File: config.mk
export PLATFORM = sky130hd
export DESIGN_NAME = c17_eval_arbiter
export DESIGN_NICKNAME = d
export VERILOG_FILES = /design/src/rtl/c17_eval_arbiter.sv
export SDC_FILE = /design/constraint.sdc
export NUM_CORES = 1
export LEC_CHECK = 0
export ABC_CLOCK_PERIOD_IN_PS = 3700
export CAP_MARGIN = 40
export CORE_UTILIZATION = 64
export DETAILED_ROUTE_END_ITERATION = 16
export DONT_BUFFER_PORTS = 1
export PLACE_DENSITY = 0.8
export SLEW_MARGIN = 20
export SYNTH_ARGS = -nofsm -noshare
export SYNTH_HDL_FRONTEND = slang
export SYNTH_SLANG_ARGS = --single-unit
File: constraint.sdc
create_clock -name tau2015_clk -period 3.7 [get_ports tau2015_clk]
set_clock_uncertainty 0.05 [all_clocks]
set_input_delay 1.11 -clock tau2015_clk [delete_from_list [all_inputs] [get_ports tau2015_clk]]
set_output_delay 1.11 -clock tau2015_clk [all_outputs]
set_load 0.1 [all_outputs]
File: src/rtl/c17_eval_arbiter.sv
// c17_eval_arbiter: round-robin arbiter that shares one external c17 core
// between two requesters. The granted vector is registered onto the core
// inputs, the core is allowed SETTLE_CYC cycles to settle (multicycle path),
// and the captured core outputs are returned with the requester ID over a
// valid/ready response channel.
module c17_eval_arbiter #(
    parameter int SETTLE_CYC = 1,
    parameter int CNT_W      = 4
) (
    input  logic       tau2015_clk,
    input  logic       rst_n,
    input  logic       req0_valid,
    input  logic [4:0] req0_vec,
    output logic       req0_ready,
    input  logic       req1_valid,
    input  logic [4:0] req1_vec,
    output logic       req1_ready,
    output logic [4:0] dp_in,
    input  logic [1:0] dp_out,
    output logic       rsp_valid,
    output logic       rsp_id,
    output logic [1:0] rsp_data,
    input  logic       rsp_ready
);

    typedef enum logic [1:0] {
        IDLE,
        DRIVE,
        RESP
    } state_t;

    localparam logic [CNT_W-1:0] CNT_LOAD = CNT_W'(SETTLE_CYC - 1);

    state_t           state;
    state_t           state_nxt;
    logic             prio;
    logic [CNT_W-1:0] cnt;
    logic             grant_any;
    logic             grant_id;
    logic             accept;

    // Grant selection: a lone requester wins, contention goes to prio.
    // Ready is gated by rst_n so it drops immediately on async reset.
    always_comb begin
        grant_any  = req0_valid | req1_valid;
        grant_id   = (req0_valid && req1_valid) ? prio : req1_valid;
        accept     = rst_n && (state == IDLE) && grant_any;
        req0_ready = accept && !grant_id;
        req1_ready = accept && grant_id;
    end

    // State register.
    always_ff @(posedge tau2015_clk or negedge rst_n) begin
        if (!rst_n) begin
            state <= IDLE;
        end else begin
            state <= state_nxt;
        end
    end

    // Next-state logic: accept -> settle countdown -> hold response.
    always_comb begin
        state_nxt = state;
        case (state)
            IDLE:    if (accept) state_nxt = DRIVE;
            DRIVE:   if (cnt == '0) state_nxt = RESP;
            RESP:    if (rsp_ready) state_nxt = IDLE;
            default: state_nxt = IDLE;
        endcase
    end

    // Datapath: core input register, settle counter, response capture.
    always_ff @(posedge tau2015_clk or negedge rst_n) begin
        if (!rst_n) begin
            prio      <= 1'b0;
            cnt       <= '0;
            dp_in     <= '0;
            rsp_valid <= 1'b0;
            rsp_id    <= 1'b0;
            rsp_data  <= '0;
        end else begin
            case (state)
                IDLE: begin
                    if (accept) begin
                        dp_in  <= grant_id ? req1_vec : req0_vec;
                        rsp_id <= grant_id;
                        prio   <= ~grant_id;
                        cnt    <= CNT_LOAD;
                    end
                end
                DRIVE: begin
                    if (cnt != '0) begin
                        cnt <= cnt - 1'b1;
                    end else begin
                        rsp_data  <= dp_out;
                        rsp_valid <= 1'b1;
                    end
                end
                RESP: begin
                    if (rsp_ready) rsp_valid <= 1'b0;
                end
                default: ;
            endcase
        end
    end

endmodule

==> run metrics <==
status complete, no violations; worst skew pair latency 290 ps; Mapped Nets 102; Critical Path Source Type primary input; CTS Sinks 16; commonest cells in the netlist dfrtp_1, a21oi_1, o21ai_0; Final GP Congestion 0.748; Critical Path AT 2000 ps; 1st-iter DRT viols 53; CORE AREA 1170 um^2; vias in the first global route 658; top_reg_cell synth dfrtp_1; TritonCTS buffer count 3; All-Layer GR Usage 27.6%; Max Cap Violations 0; Synth Area in Simple Gates 22.8%; gr ovfl total 0; Hold-fix buffers, CTS 0; final WL 2390 um; largest family of logic cells by synthesized area simple AND/OR/NAND/NOR gates; # fillers 43; proportion of synthesized area in mux cells 4.70%; max frequency 0.316 GHz; CTS max path bufs 2; quantity of I/O buffers inserted on ports 0; top-count cell post-synth dfrtp_1; crit-path max FO 18; vias per cell 6.77; Crit Path Class primary input to primary output; FF+latch area 400 um^2; RSZ-0062 raised after global routing false; Synth cell types 30; Layout Nets 121; final core occ 93.3%; hold_ws 440 ps; Syn Std Cell Area 852 um^2; H-tree depth 1; area of the multi-input gates 428 um^2; XOR/XNOR share of the synthesized area 0%; pin count of the biggest net entering global routing 19; Post-DP HPWL 1300 um; share of the synthesized area in the top cell type 47.0%; CTS tree done; final setup vio count 0; die area 1480 um^2; residual DRC count 0; Period Utilization, post-route 85.5%; setup TNS 0 ps; post_cts resized 0; post-CTS setup buffers 0; ranking of synthesized cells by area dfrtp_1, a21oi_1, o21ai_0; Die X 38.5 um; met3 Use GR 6.40%; row count 12; ant diodes 0; area growth from synthesis to layout 28.2%; Slew @ Worst Pin 905 ps; Adder-Cell Fraction of Synth Area 2.94%; GRT met1 Usage 37.6%; WP data required 2540 ps; Routed Antenna Nets 0; Seq/Total Area, Yosys 47.0%; Clock Root Buffer clkbuf_4; Max-slew headroom 39.7%; Ys Warns 0; final-report hold violation count 0; WL per Instance 20.8 um; Post-synth EDFFs 0; Mapped Cells 83; busiest layer in global routing met2; CP endpoint kind primary output; Synth area leader dfrtp_1; initial core utilization 72.8%; area fraction in compound gates after synthesis 19.2%; M2 GR Usage 44.2%; first-pass GRT wire length 2740 um; clock slew at reported path FFs 110 ps; routed vias 779; Die Ht 38.5 um; Initial DRT Pass Iterations 4; fin. max-slew vios 0; Tmin final 3160 ps; Hold Path Class primary input to async pin; layout cells sized above 1 23.8%; Async SR Flop Fraction 100%; I/O pin total 28; initial antenna violation count 0; post-synthesis average cell area 10.3 um^2; synthesis-stage register bit count 16
==> placed cells by master (no fill, tap or decap), types with 3 or more instances in the layout <==
master / netlist / layout
buf_1: 0 / 3
dfrtp_1: 16 / 16
a31oi_1: 5 / 5
o21ai_0: 8 / 8
nand2b_1: 3 / 3
clkbuf_1: 1 / 5
inv_1: 4 / 4
nand3b_1: 5 / 5
nor2_2: 1 / 3
o21ai_1: 3 / 3
nand3_1: 3 / 3
clkbuf_4: 0 / 3
a21oi_1: 8 / 8
buf_16: 0 / 4
buf_4: 0 / 4
==> worst max-delay path, stage by stage <==
cell     delay [ps]
nor3b_2         150
buf_4           170
nand2_1         110
nor2_2          150
buf_4           300
==> cell type report <==
class / count / share of cell area [%]
clock buffers: 4 / 3.32
inverters: 4 / 1.37
multi-input cells: 60 / 39.2
flip-flops and latches: 16 / 36.7
well taps: 14 / 1.60
repair buffers: 17 / 17.9
==> per-layer routing <==
| metal | vias to the layer above | share of wire [%] |
|---|---|---|
| li1 | 337 | - |
| met1 | 374 | 40 |
| met2 | 54 | 49 |
| met3 | 14 | 7.5 |
| met4 | 0 | 3.3 |
| met5 | - | 0 |
==> per-stage QoR <==
stage	cells	area (um^2)	setup slack (ps)
floorplan	83	852	-335
global placement	98	891	631
detailed placement	104	985	597
CTS	108	1020	592
global route	115	1090	500
finish	115	1090	537
==> logic make-up (layout without fill, tap and decap cells) <==
group	count (synthesis)	in the layout
compound gates	27	27
flops	16	16
buf+inv	7	25
mux	3	3
fa+ha+maj	2	2
simple gates	28	28
==> worst paths after layout <==
check,from,slack (ps),endpoint,cells past startpoint
setup / recovery,rst_n,540,req1_ready,5
hold / removal,rst_n,440,dp_in[3],0
setup reg to reg,cnt[0],2010,rsp_data[0],5
hold reg to reg,prio,520,prio,2
max in group asynchronous,rst_n,3080,prio,0
min in group tau2015_clk,prio,520,prio,2
==> registers in the layout, indices dropped and copies added, names as in the netlist <==
name	count
rsp_valid	1
cnt	4
rsp_data	2
prio	1
rsp_id	1
state	2
dp_in	5
Power is not shown: default switching activity piles up to over one toggle a cycle in this logic, so the estimate is an artifact.
